===== src/rtl/hdmi_test_pattern.sv =====
// hdmi_test_pattern: switch-selected video test patterns with sync/DE delayed one pixel clock to match RGB
module hdmi_test_pattern #(
   parameter int HRES      = 640,
   parameter int VRES      = 480,
   parameter int BAR_WIDTH = 80,
   parameter int BOX_SIZE  = 64
) (
   input  logic       pixel_clock,
   input  logic       reset,
   input  logic [3:0] switch,
   input  logic       horizontal_sync,
   input  logic       vertical_sync,
   input  logic       data_enable,
   output logic       hdmi_hs,
   output logic       hdmi_vs,
   output logic       hdmi_de,
   output logic [7:0] hdmi_r,
   output logic [7:0] hdmi_g,
   output logic [7:0] hdmi_b
);
   localparam logic [11:0] X_MAX    = 12'(HRES - BOX_SIZE);
   localparam logic [11:0] Y_MAX    = 12'(VRES - BOX_SIZE);
   localparam logic [11:0] BAR_LAST = 12'(BAR_WIDTH - 1);
   localparam logic [11:0] BOX      = 12'(BOX_SIZE);
   logic        vs_prev, de_prev, dir_x, dir_y;
   logic        frame_tick, line_end, in_box, next_dir_x, next_dir_y;
   logic [11:0] x_count, y_count, bar_count, box_x, box_y;
   logic [7:0]  frame_count;
   logic [2:0]  bar_index;
   logic [3:0]  active_pattern;
   logic [23:0] bar_rgb, pixel_rgb;
   always_comb begin
      frame_tick = vertical_sync & ~vs_prev;
      line_end   = ~data_enable & de_prev;
      next_dir_x = dir_x ? box_x != X_MAX : box_x == 12'd0;
      next_dir_y = dir_y ? box_y != Y_MAX : box_y == 12'd0;
      in_box     = x_count >= box_x && x_count < box_x + BOX && y_count >= box_y && y_count < box_y + BOX;
      bar_rgb    = {{8{~bar_index[1]}}, {8{~bar_index[2]}}, {8{~bar_index[0]}}};
      pixel_rgb  = active_pattern == 4'd0 ? bar_rgb
                 : active_pattern == 4'd1 ? {24{x_count[5] ^ y_count[5]}}
                 : active_pattern == 4'd2 ? {x_count[7:0], y_count[7:0], frame_count}
                 : active_pattern == 4'd3 ? (in_box ? 24'hffffff : 24'h000080)
                 : 24'h000000;
   end
   always_ff @(posedge pixel_clock) begin
      if (reset) begin
         hdmi_hs        <= 1'b0;
         hdmi_vs        <= 1'b0;
         hdmi_de        <= 1'b0;
         hdmi_r         <= '0;
         hdmi_g         <= '0;
         hdmi_b         <= '0;
         vs_prev        <= 1'b0;
         de_prev        <= 1'b0;
         x_count        <= '0;
         y_count        <= '0;
         frame_count    <= '0;
         bar_count      <= '0;
         bar_index      <= '0;
         active_pattern <= '0;
         box_x          <= '0;
         box_y          <= '0;
         dir_x          <= 1'b1;
         dir_y          <= 1'b1;
      end else begin
         vs_prev                  <= vertical_sync;
         de_prev                  <= data_enable;
         hdmi_hs                  <= horizontal_sync;
         hdmi_vs                  <= vertical_sync;
         hdmi_de                  <= data_enable;
         {hdmi_r, hdmi_g, hdmi_b} <= data_enable ? pixel_rgb : 24'h000000;
         x_count                  <= data_enable ? x_count + 12'd1 : 12'd0;
         bar_count                <= data_enable && bar_count != BAR_LAST ? bar_count + 12'd1 : 12'd0;
         bar_index                <= !data_enable ? 3'd0
                                   : bar_count == BAR_LAST && bar_index != 3'd7 ? bar_index + 3'd1
                                   : bar_index;
         y_count                  <= frame_tick ? 12'd0 : line_end ? y_count + 12'd1 : y_count;
         if (frame_tick) begin
            active_pattern <= switch;
            frame_count    <= frame_count + 8'd1;
            dir_x          <= next_dir_x;
            dir_y          <= next_dir_y;
            box_x          <= next_dir_x ? box_x + 12'd1 : box_x - 12'd1;
            box_y          <= next_dir_y ? box_y + 12'd1 : box_y - 12'd1;
         end
      end
   end
endmodule


===== config.mk =====
export PLATFORM = sky130hd
export DESIGN_NAME = hdmi_test_pattern
export DESIGN_NICKNAME = d
export VERILOG_FILES = /design/src/rtl/hdmi_test_pattern.sv
export SDC_FILE = /design/constraint.sdc
export NUM_CORES = 1
export LEC_CHECK = 0
export ABC_AREA = 1
export CORE_MARGIN = 2
export CORE_UTILIZATION = 30
export CTS_CLUSTER_DIAMETER = 30
export DETAILED_ROUTE_END_ITERATION = 7
export HOLD_SLACK_MARGIN = 0.08
export PLACE_DENSITY = 0.5
export SLEW_MARGIN = 15
export SYNTH_ARGS = -nofsm -noshare
export SYNTH_HDL_FRONTEND = slang
export SYNTH_SLANG_ARGS = --single-unit

===== constraint.sdc =====
create_clock -name pixel_clock -period 3.48 [get_ports pixel_clock]
set_clock_uncertainty 0.2 [all_clocks]
set_input_delay 1.044 -clock pixel_clock [delete_from_list [all_inputs] [get_ports pixel_clock]]
set_output_delay 1.044 -clock pixel_clock [all_outputs]
set_load 0.01 [all_outputs]

=== After elaboration in Yosys (flattened, before gate mapping) ===
Index checks and enable logic that the tools add are counted.

* Register bits: 104
* Input port bits: 9
* Output and inout port bits: 27
* Word-level logic and storage cells: 68

* Add/subtract/negate cells: 11
* Magnitude comparators: 4
* Eq/ne operators: 8
* Muxes and demuxes: 9
* Bitwise logic cells: 9
* Reductions and logical operators: 11

{| class="wikitable"
|+ Operator list
! kind !! count
|-
| $mux 24 || 5
|-
| $add 12x1->12 const B || 5
|-
| $add 12x7->12 const B || 2
|-
| $ge 12x12->1 || 2
|-
| $logic_not 12->1 || 2
|-
| $lt 12x12->1 || 2
|-
| $mux 12 || 2
|-
| $sub 12x1->12 const B || 2
|-
| $eq 12x7->1 const B || 1
|-
| $ne 12x10->1 const B || 1
|-
| $ne 12x7->1 const B || 1
|-
| $ne 12x9->1 const B || 1
|-
| $add 8x1->8 const B || 1
|-
| $eq 4x2->1 const B || 2
|-
| $not 1->1 || 6
|-
| $reduce_or 2->1 || 3
|-
| $logic_and 1x1->1 || 5
|-
| $eq 4x1->1 const B || 1
|-
| $logic_not 4->1 || 1
|-
| $add 3x1->3 const B || 1
|-
| $ne 3x3->1 const B || 1
|-
| $and 1x1->1 || 2
|-
| $mux 1 || 2
|-
| $xor 1x1->1 || 1
|}

=== Logic depth before layout (Yosys ltp) ===
Gate-level depths: netlist of run 1.

* Word-level depth: 10
* Mapped depth: 17
* Depth with buffers taken out: 17

=== Least setup slack after synthesis of run 1 ===
OpenSTA, ideal clock, no wires.

* Kind: reg-to-reg
* Start point: register box_x[6]
* End point: register box_x[11]
* Setup time: 113 ps
* Arrival: 2327 ps
* Data required time: 3167 ps
* Setup slack: 840 ps
* Cell stages (with the launch flop): 18
* Buffers on the path: 0
* Clock period less this slack: 2640 ps
* Cell sequence: dfxtp_1 inv_1 ha_1 nor3b_1 nand3_1 nand2_1 nand2_1 ha_1 a21oi_1 o21ai_1 nand3_1 nand3_1 nand2_1 nand2_1 nor2_1 nand2_1 nand2_1 nor2_1

* Longest elaborated chain between the ends: 3
* Elaborated cells between the ends (all ways): 6
* Classes of those cells: add/sub (2); eq/ne (1); mux (2); reduce/logical (1)

{| class="wikitable"
|+ Ends and longest elaborated chain
! item !! line !! RTL
|-
| start: declaration || 27 || <nowiki>logic [11:0] x_count, y_count, bar_count, box_x, box_y;</nowiki>
|-
| start signal: assignment || 83 || <nowiki>box_x <= next_dir_x ? box_x + 12'd1 : box_x - 12'd1;</nowiki>
|-
| parallel branches: the longest is 2 deep, another holds $sub 12x1->12 || n/a ||
|-
| $mux 12 * || 83 ||
|}

Every way passes the cells marked *.
A chain may end at the register's enable or synchronous reset.

=== Final worst setup path of run 1 ===
* Start point: register box_y[6]
* End point: register box_y[11]

* Longest elaborated chain between the ends: 3
* Elaborated cells between the ends (all ways): 6
* Classes of those cells: add/sub (2); eq/ne (1); mux (2); reduce/logical (1)

{| class="wikitable"
|+ Ends and longest elaborated chain
! item !! line !! RTL
|-
| start: declaration || 27 ||
|-
| start signal: assignment || 84 || <nowiki>box_y <= next_dir_y ? box_y + 12'd1 : box_y - 12'd1;</nowiki>
|-
| parallel branches: the longest is 2 deep, another holds $sub 12x1->12 || n/a ||
|-
| $mux 12 * || 84 ||
|}

Marks and branches as above.

==> flow_summary.yaml, run 1 <==
sta:
  max_freq_mhz: 329
  finalSetupViolCount: 0
  min_period_over_period: 0.874
  fin_crit_ns: 3.04
  rsz0062_at_grt: "no"
  slew_headroom: 0.315
  worst_slew_pin_slew_ns: 1.02
  hold_violations: 0
  tns_ns: 0
  slew_violations: 0
worst_setup_path:
  crit_path_cell_trace: "inv_1, ha_1, nor3b_1, nand3_1, nand2_1, nand2_1, ha_1, a21oi_1, nor2_1, o21ai_0, nand3_1, nand2_1, nand2_1, nor2_1, nor2_1, nor2_1"
  reg2reg_from: "box_y[6]"
  rrSetupSlack_ns: 0.44
  crit_fanout: 13
  worst-path-buf-inv: 1
  cp_data_arrival_time_ns: 3.14
  cpPeakStageDelay_ns: 0.49
  crit_type: "flip-flop to flip-flop"
  cp-end-kind: "flip-flop"
  start_kind: "flip-flop"
  startpoint: "box_y[6]"
  crit_path_top_delay_cell: "ha_1"
  r2r_end: "box_y[11]"
  reg2reg_depth: 16
  required_ns: 3.58
  crit_family: "simple AND/OR/NAND/NOR gates"
detailed_routing:
  drt_iter0_drc: 270
  via_per_inst: 4.57
  vias: 5528
  drt_pre_antenna_iters: 5
  wl_per_cell_um: 12.4
  drc_errors: 0
  final_antenna_net_count: 0
  drt-total-wl_mm: 15.0
power_and_ir_drop:
  p_int_uw: 1860
  switching_share: 0.262
  irDropWorstVdd_mv: 0.224
  switching_power_uw: 657
  leakagePower_uw: 0.00327
  clockPowerShare: 0.406
  seq_power_share: 0.494
  powerDensity_nw_per_um2: 346
  p_total_uw: 2510
  combPwrFrac: 0.100
floorplan:
  coreArea_sq_um: 20800
  rows: 53
  start_util: 0.303
  die_w_um: 149
  io_pins: 36
  die_h_um: 149
  die-area_sq_um: 22200
clock_network:
  cts.htree.levels: 3
  clkLatencyLatePin_ns: 0.36
  numCtsBuffers: 9
  post-cts-setup-buffer-count: 0
  clkSinkCount: 104
  clockBufferDepth: 2
  ctsRootBufferMaster: "clkbuf_16"
  cts_tree: "built"
  clk_pin_slew_worst_paths_ns: 0.07
global_routing:
  grt_pass1_vias: 5181
  grt_max_degree: 27
  grt_remaining_overflow: 0
  track_usage: 0.143
  antenna_found_initial: 0
  grt_pass1_wl_mm: 25.5
logic_synthesis:
  yosysMostFrequentCell: "nand2_1"
  synth_edf_count: 0
  syn_nets: 974
  yosysUniqueCellTypes: 41
  synth_flop_cell: "dfxtp_1"
  yosysWarnings: 0
  netlist_instances: 895
  synth_area_leaders: "dfxtp_1 33%, ha_1 13%, nand2_1 12%, inv_1 6.8%, nor2_1 4.8%"
  synth.largest_area_cell: "dfxtp_1"
  ys_seq_area_frac: 0.330
  synth_top_area_frac: 0.330
  synthTopCellsByCount: "207 x nand2_1, 115 x inv_1, 104 x dfxtp_1, 81 x nor2_1, 68 x ha_1"
  syn_area_per_cell_sq_um: 7.06
  synth_area_sq_um: 6310
  synth.ff_latch_count: 104
  ys_async_sr_fraction: 0
placement:
  port_buffers: 35
  dp_hpwl_mm: 11.6
  placed_cells: 1194
  place.gp.congestion: 0.801
  placed_area_sq_um: 6970
finish:
  syn_to_final_growth_pct: 15.1
  nFillCells: 2288
  multi_input_comb_area_sq_um: 3610
  instances_no_fill: 1210
  drive_above_1_share: 0.0652
  fin_util: 0.349
  fin_nets: 1009
  stdcell_area_sq_um: 7270
  seqCellArea_sq_um: 2080
  antenna_cells: 0
min_path:
  hold_depth: 1
  hold_class: "flip-flop to flip-flop"
  hold_end: "bar_count[0]"
  min_from: "bar_count[0]"
run_status:
  status: "complete, no violations"
flow_run:
  maxCapViolCount: 0
[worst register-to-register path: stages, from the launching register on]
cell     delay (ns)
dfxtp_1        0.37
inv_1          0.16
ha_1           0.16
nor3b_1        0.18
nand3_1        0.11
nand2_1        0.08
nand2_1        0.31
ha_1           0.49
a21oi_1        0.18
nor2_1         0.07
o21ai_0        0.14
nand3_1        0.14
nand2_1        0.11
nand2_1        0.06
nor2_1         0.10
nor2_1         0.04
nor2_1         0.09
[final cells by class]
type	instances	share of cell area
clock buffers	10	0.0329
clock inverters	6	0.00826
inverters	141	0.0728
multi-input cells	632	0.497
flip-flops and latches	104	0.286
well taps	275	0.0473
repair buffers	42	0.0554
[per-stage QoR]
stage                     setup slack [ns]  hold WS, ns
after floorplan                      0.840        0.218
after global placement               0.332        0.233
after detailed placement             0.334        0.241
after CTS                            0.302        0.259
after global routing                0.0733        0.267
final                                0.440        0.247
[what timing repair did]
action | 4_1_cts | 5_1_grt
hold buffers | 0 | 0
resized for setup | 0 | 1
setup endpoints to repair | 0 | 2
[layer usage]
metal	vias up	wire, um	GRT usage
met2	86	6270	0.217
met4	0	228	0.0376
li1	3004	-	-
met5	-	0	0
met3	13	438	0.0300
met1	2425	8050	0.205
[cells in the final DEF, fill, tap and decap left out, drive strengths merged]
cell | synthesis | layout
nor3 | 24 | 24
o21ai | 39 | 39
clkinv | 2 | 4
a31oi | 2 | 2
nor3b | 6 | 6
or2 | 3 | 3
buf | 11 | 7
nand4 | 39 | 39
a22oi | 2 | 2
fa | 2 | 2
a21oi | 50 | 50
o22ai | 12 | 12
clkbuf | 7 | 10
nand3b | 2 | 2
a22o | 2 | 2
nor4 | 4 | 4
and2 | 1 | 1
nand2 | 208 | 208
nand3 | 48 | 48
o21a | 3 | 3
dfxtp | 104 | 104
o21bai | 6 | 6
nor2 | 87 | 87
and3 | 2 | 2
xnor2 | 5 | 5
o211ai | 1 | 1
a21boi | 1 | 1
clkdlybuf4s50 | 0 | 35
xor2 | 15 | 15
ha | 68 | 68
inv | 139 | 143
[state kept, by name, indices dropped and copies added, names as in the netlist]
name	flops
active_pattern	4
bar_count	12
bar_index	3
box_x	12
box_y	12
de_prev	1
dir_x	1
dir_y	1
frame_count	8
hdmi_b	8
hdmi_g	8
hdmi_hs	1
hdmi_r	8
vs_prev	1
x_count	12
y_count	12
[power groups by stage]
| stage | logic, uW | registers (uW) | clock network, uW |
|---|---|---|---|
| after global placement | 252 | 1270 | 0 |
| after global routing | 286 | 1250 | 1110 |
| after CTS | 254 | 1240 | 1060 |
| final | 250 | 1240 | 1020 |
| after floorplan | 144 | 1280 | 0 |
| after detailed placement | 252 | 1270 | 0 |
[worst max path at each step]
stage | end | slack [ns] | depth (start not counted)
3_3_place_gp | box_x[11] | 0.33 | 16
2_1_floorplan | box_x[11] | 0.84 | 17
4_1_cts | box_x[11] | 0.30 | 16
3_5_place_dp | box_x[11] | 0.33 | 16
5_1_grt | box_y[11] | 0.07 | 16
6_report | box_y[11] | 0.44 | 16
[kinds of logic (layout without fill, tap and decap cells)]
group           count (synthesis)  count (layout)  share of synthesized area
compound gates                118             118                      0.103
xor+xnor                       20              20                     0.0277
fa+ha+maj                      70              70                      0.141
buf+inv                       159             199                     0.0987
flops                         104             104                      0.330
simple gates                  424             424                      0.300
No activity file was read; power rests on OpenSTA's default activity.
==> run 2: changes to the inputs <==
- SETUP_SLACK_MARGIN: unset -> 0.1
==> run 2 against run 1 <==
  * Sequential power hardly changed
  * Worst hold slack stayed put
  * Non-clock buffer count stayed put
  * Design area hardly changed
  * Combinational power hardly changed
  * First-iteration DRC count is 6.7% higher
  * Critical path depth is 2 lower
  * Via count hardly changed
  * Clock-buffer cell count stayed put
  * Critical endpoint is now box_x[8]
==> flow_summary.yaml, run 2 (synthesized netlist as in run 1, its figures left out) <==
detailed_routing:
  vias: 5527
  drt_pre_antenna_iters: 5
  drc_errors: 0
  via_per_inst: 4.57
  wl_per_cell_um: 12.4
  drt-total-wl_mm: 15.0
  drt_iter0_drc: 288
  final_antenna_net_count: 0
global_routing:
  antenna_found_initial: 0
  grt_pass1_vias: 5181
  grt_max_degree: 27
  grt_pass1_wl_mm: 25.5
  track_usage: 0.143
  grt_remaining_overflow: 0
sta:
  hold_violations: 0
  min_period_over_period: 0.866
  worst_slew_pin_slew_ns: 1.02
  tns_ns: 0
  rsz0062_at_grt: "no"
  slew_headroom: 0.315
  slew_violations: 0
  fin_crit_ns: 3.01
  finalSetupViolCount: 0
  max_freq_mhz: 332
worst_setup_path:
  crit_type: "flip-flop to flip-flop"
  crit_path_cell_trace: "inv_1, ha_1, nor3b_1, nand3_1, nand2_1, nand2_2, inv_1, fa_1, nor3_1, nor2_1, o21bai_1, a21oi_1, o21ai_1, o21ai_1"
  start_kind: "flip-flop"
  crit_path_top_delay_cell: "dfxtp_1"
  cp-end-kind: "flip-flop"
  cpPeakStageDelay_ns: 0.46
  required_ns: 3.51
  worst-path-buf-inv: 2
  crit_family: "simple AND/OR/NAND/NOR gates"
  cp_data_arrival_time_ns: 3.05
  crit_fanout: 14
power_and_ir_drop:
  leakagePower_uw: 0.00327
  powerDensity_nw_per_um2: 346
  irDropWorstVdd_mv: 0.224
floorplan:
  die_w_um: 149
  die_h_um: 149
  die-area_sq_um: 22200
  start_util: 0.303
  rows: 53
  coreArea_sq_um: 20800
  io_pins: 36
clock_network:
  clkSinkCount: 104
  post-cts-setup-buffer-count: 0
  clkLatencyLatePin_ns: 0.36
  cts_resized: 0
  clk_pin_slew_worst_paths_ns: 0.07
  numCtsBuffers: 9
  ctsRootBufferMaster: "clkbuf_16"
  clockBufferDepth: 2
  hold_buffers: 0
  cts.htree.levels: 3
  cts_tree: "built"
finish:
  stdcell_area_sq_um: 7270
  final_cell_mix: "205 x nand2_1, 115 x inv_1, 104 x dfxtp_1"
  syn_to_final_growth_pct: 15.2
  layout_commonest_cell: "nand2_1"
  antenna_cells: 0
  drive_above_1_share: 0.0663
  fin_nets: 1009
placement:
  placed_area_sq_um: 6970
  port_buffers: 35
  dp_hpwl_mm: 11.6
  place.gp.congestion: 0.801
run_status:
  status: "complete, no violations"
flow_run:
  maxCapViolCount: 0
min_path:
  hold_class: "flip-flop to flip-flop"
==> run 2: cell counts in the layout (fill, tap and decap cells not counted) <==
No cell type changed its count.
==> run 2: power by group <==
group | switching, uW | internal, uW
clock | 496 | 526
sequential | 18.7 | 1220
combinational | 144 | 107
==> run 2: through the flow <==
| stage | setup WS (ns) | utilization | instances | hold WS (ns) | total power, uW |
|---|---|---|---|---|---|
| global placement | 0.332 | 0.335 | 1194 | 0.233 | 1520 |
| finish | 0.465 | 0.349 | 1210 | 0.247 | 2510 |
| detailed placement | 0.334 | 0.335 | 1194 | 0.241 | 1520 |
| floorplan | 0.840 | - | 895 | 0.218 | 1420 |
| CTS | 0.302 | 0.349 | 1210 | 0.259 | 2560 |
| global route | 0.188 | 0.349 | 1210 | 0.267 | 2640 |
==> run 2: routing by layer <==
| layer | part of all wire | wire length (um) | GRT usage | up-vias |
|---|---|---|---|---|
| met3 | 0.033 | 490 | 0.0300 | 13 |
| li1 | - | - | - | 3005 |
| met5 | 0 | 0 | 0 | - |
| met1 | 0.53 | 8030 | 0.205 | 2423 |
| met4 | 0.015 | 228 | 0.0376 | 0 |
| met2 | 0.42 | 6290 | 0.217 | 86 |
==> run 2: final timing paths <==
check                             startpoint      endpoint  slack (ns)  cells after the start
worst max register to register      box_x[6]      box_x[8]        0.47                     14
worst min register to register  bar_count[0]  bar_count[0]        0.25                      1
worst min-delay path            bar_count[0]  bar_count[0]        0.25                      1
worst max-delay path                box_x[6]      box_x[8]        0.47                     14
==> run 2: final cells by class <==
cell class | instances | area [sq um]
timing repair buffer | 42 | 403
multi-input combinational | 632 | 3610
clock inverter | 6 | 60.1
clock buffer | 10 | 239
fill | 2286 | 13600
sequential | 104 | 2080
tap | 275 | 344
inverter | 141 | 529
==> run 3: changes to the inputs <==
- RECOVER_POWER: unset -> 100
- SLEW_MARGIN: 15 -> 20
==> run 3 against run 2 <==
  * Design area shrank 0.46%
  * Worst hold slack is essentially flat
  * Wire length shrank 0.32%
  * Critical path type is now primary input to flip-flop
  * Clock-buffer cell count is the same
  * Highest routed layer unchanged
  * Setup slack lost 0.13 ns
  * Total power shrank 0.61%
  * Cell count is the same
==> flow_summary.yaml, run 3 (synthesized netlist as in run 1, its figures left out) <==
power_and_ir_drop:
  p_int_uw: 1840
  leakagePower_uw: 0.00331
  clockPowerShare: 0.409
  seq_power_share: 0.496
  combPwrFrac: 0.095
  powerDensity_nw_per_um2: 345
  switching_share: 0.262
  switching_power_uw: 655
  irDropWorstVdd_mv: 0.224
min_path:
  hold_class: "flip-flop to flip-flop"
flow_run:
  maxCapViolCount: 0
worst_setup_path:
  start_kind: "primary input"
  crit_path_top_delay_cell: "clkbuf_1"
  cpPeakStageDelay_ns: 0.63
  crit_fanout: 14
  required_ns: 3.57
  cp-end-kind: "flip-flop"
  crit_type: "primary input to flip-flop"
  crit_path_cell_trace: "clkdlybuf4s50_1, inv_1, or2_0, inv_1, nor2_1, clkbuf_1, o21ai_0, a21oi_1"
  cpMostUsedCell: "inv_1"
  cp_data_arrival_time_ns: 3.24
clock_network:
  ctsRootBufferMaster: "clkbuf_16"
  cts.htree.levels: 3
  post-cts-setup-buffer-count: 0
  numCtsBuffers: 9
  clockBufferDepth: 2
  clkLatencyLatePin_ns: 0.36
  hold_buffers: 0
  cts_tree: "built"
  clkSinkCount: 104
  clk_pin_slew_worst_paths_ns: 0.07
floorplan:
  io_pins: 36
  die_w_um: 149
  start_util: 0.303
  coreArea_sq_um: 20800
  die-area_sq_um: 22200
  die_h_um: 149
  rows: 53
detailed_routing:
  wl_per_cell_um: 12.4
  drt_iter0_drc: 265
  via_per_inst: 4.59
  drt-total-wl_mm: 15.0
  vias: 5555
  drc_errors: 0
  final_antenna_net_count: 0
  drt_pre_antenna_iters: 5
sta:
  fin_crit_ns: 3.15
  rsz0062_at_grt: "no"
  tns_ns: 0
  hold_violations: 0
  slew_violations: 0
  min_period_over_period: 0.905
  finalSetupViolCount: 0
  slew_headroom: 0.314
  worst_hold_slack_ns: 0.247
  worst_slew_pin_slew_ns: 1.03
  max_freq_mhz: 318
global_routing:
  grt_remaining_overflow: 0
  grt_pass1_vias: 5181
  track_usage: 0.143
  antenna_found_initial: 0
  grt_max_degree: 27
  grt_pass1_wl_mm: 25.5
finish:
  nFillCells: 2294
  stdcell_area_sq_um: 7240
  multi_input_comb_area_sq_um: 3590
  syn_to_final_growth_pct: 14.6
  fin_nets: 1009
  layout_commonest_cell: "nand2_1"
  drive_above_1_share: 0.0556
  antenna_cells: 0
  final_cell_mix: "205 x nand2_1, 117 x inv_1, 104 x dfxtp_1"
  seqCellArea_sq_um: 2080
placement:
  dp_hpwl_mm: 11.6
  place.gp.congestion: 0.801
  port_buffers: 35
  placed_area_sq_um: 6970
run_status:
  status: "complete, no violations"
==> run 3: layout make-up <==
class / instances / share of cell area
inverter: 141 / 0.0731
multi-input combinational: 632 / 0.496
clock buffer: 10 / 0.0330
timing repair buffer: 42 / 0.0541
clock inverter: 6 / 0.00830
sequential: 104 / 0.288
tap: 275 / 0.0475
==> run 3: what timing repair did <==
action,4_1_cts,5_1_grt
hold endpoints to repair,0,0
setup endpoints to repair,0,5
resized for setup,0,2
==> run 3: stage by stage <==
stage / setup slack [ns] / utilization / power (uW) / instances
2_1_floorplan: 0.840 / - / 1420 / 895
3_3_place_gp: 0.332 / 0.335 / 1520 / 1194
3_5_place_dp: 0.334 / 0.335 / 1520 / 1194
4_1_cts: 0.302 / 0.349 / 2560 / 1210
5_1_grt: 0.106 / 0.348 / 2630 / 1210
6_report: 0.330 / 0.348 / 2500 / 1210
==> run 3: critical path, delay by kind of cell <==
family	cells	cell delay (ns)
AND/OR/NAND/NOR	2	0.49
AO/OA/AOI/OAI	2	0.33
buffers and inverters	4	1.36
==> run 3: path summary, 6_finish.rpt <==
path	to	depth (start not counted)	startpoint	slack, ns
worst max-delay path	y_count[5]	8	vertical_sync	0.33
worst min-delay path	bar_count[0]	1	bar_count[0]	0.25
worst max register to register	box_x[8]	14	box_x[6]	0.44
worst min register to register	bar_count[0]	1	bar_count[0]	0.25
==> run 3: layer usage <==
metal / track usage / vias to the layer above / wire length, um
met5: 0 / - / 0
met4: 0.0376 / 0 / 228
met3: 0.0300 / 14 / 474
met2: 0.217 / 88 / 6260
met1: 0.205 / 2450 / 8030
li1: - / 3003 / -
==> run 3: power by group through the flow <==
stage | Clock [uW] | Sequential [uW] | Combinational, uW
floorplan | 0 | 1280 | 144
global placement | 0 | 1270 | 252
detailed placement | 0 | 1270 | 252
CTS | 1060 | 1240 | 254
global route | 1110 | 1240 | 272
finish | 1020 | 1240 | 237
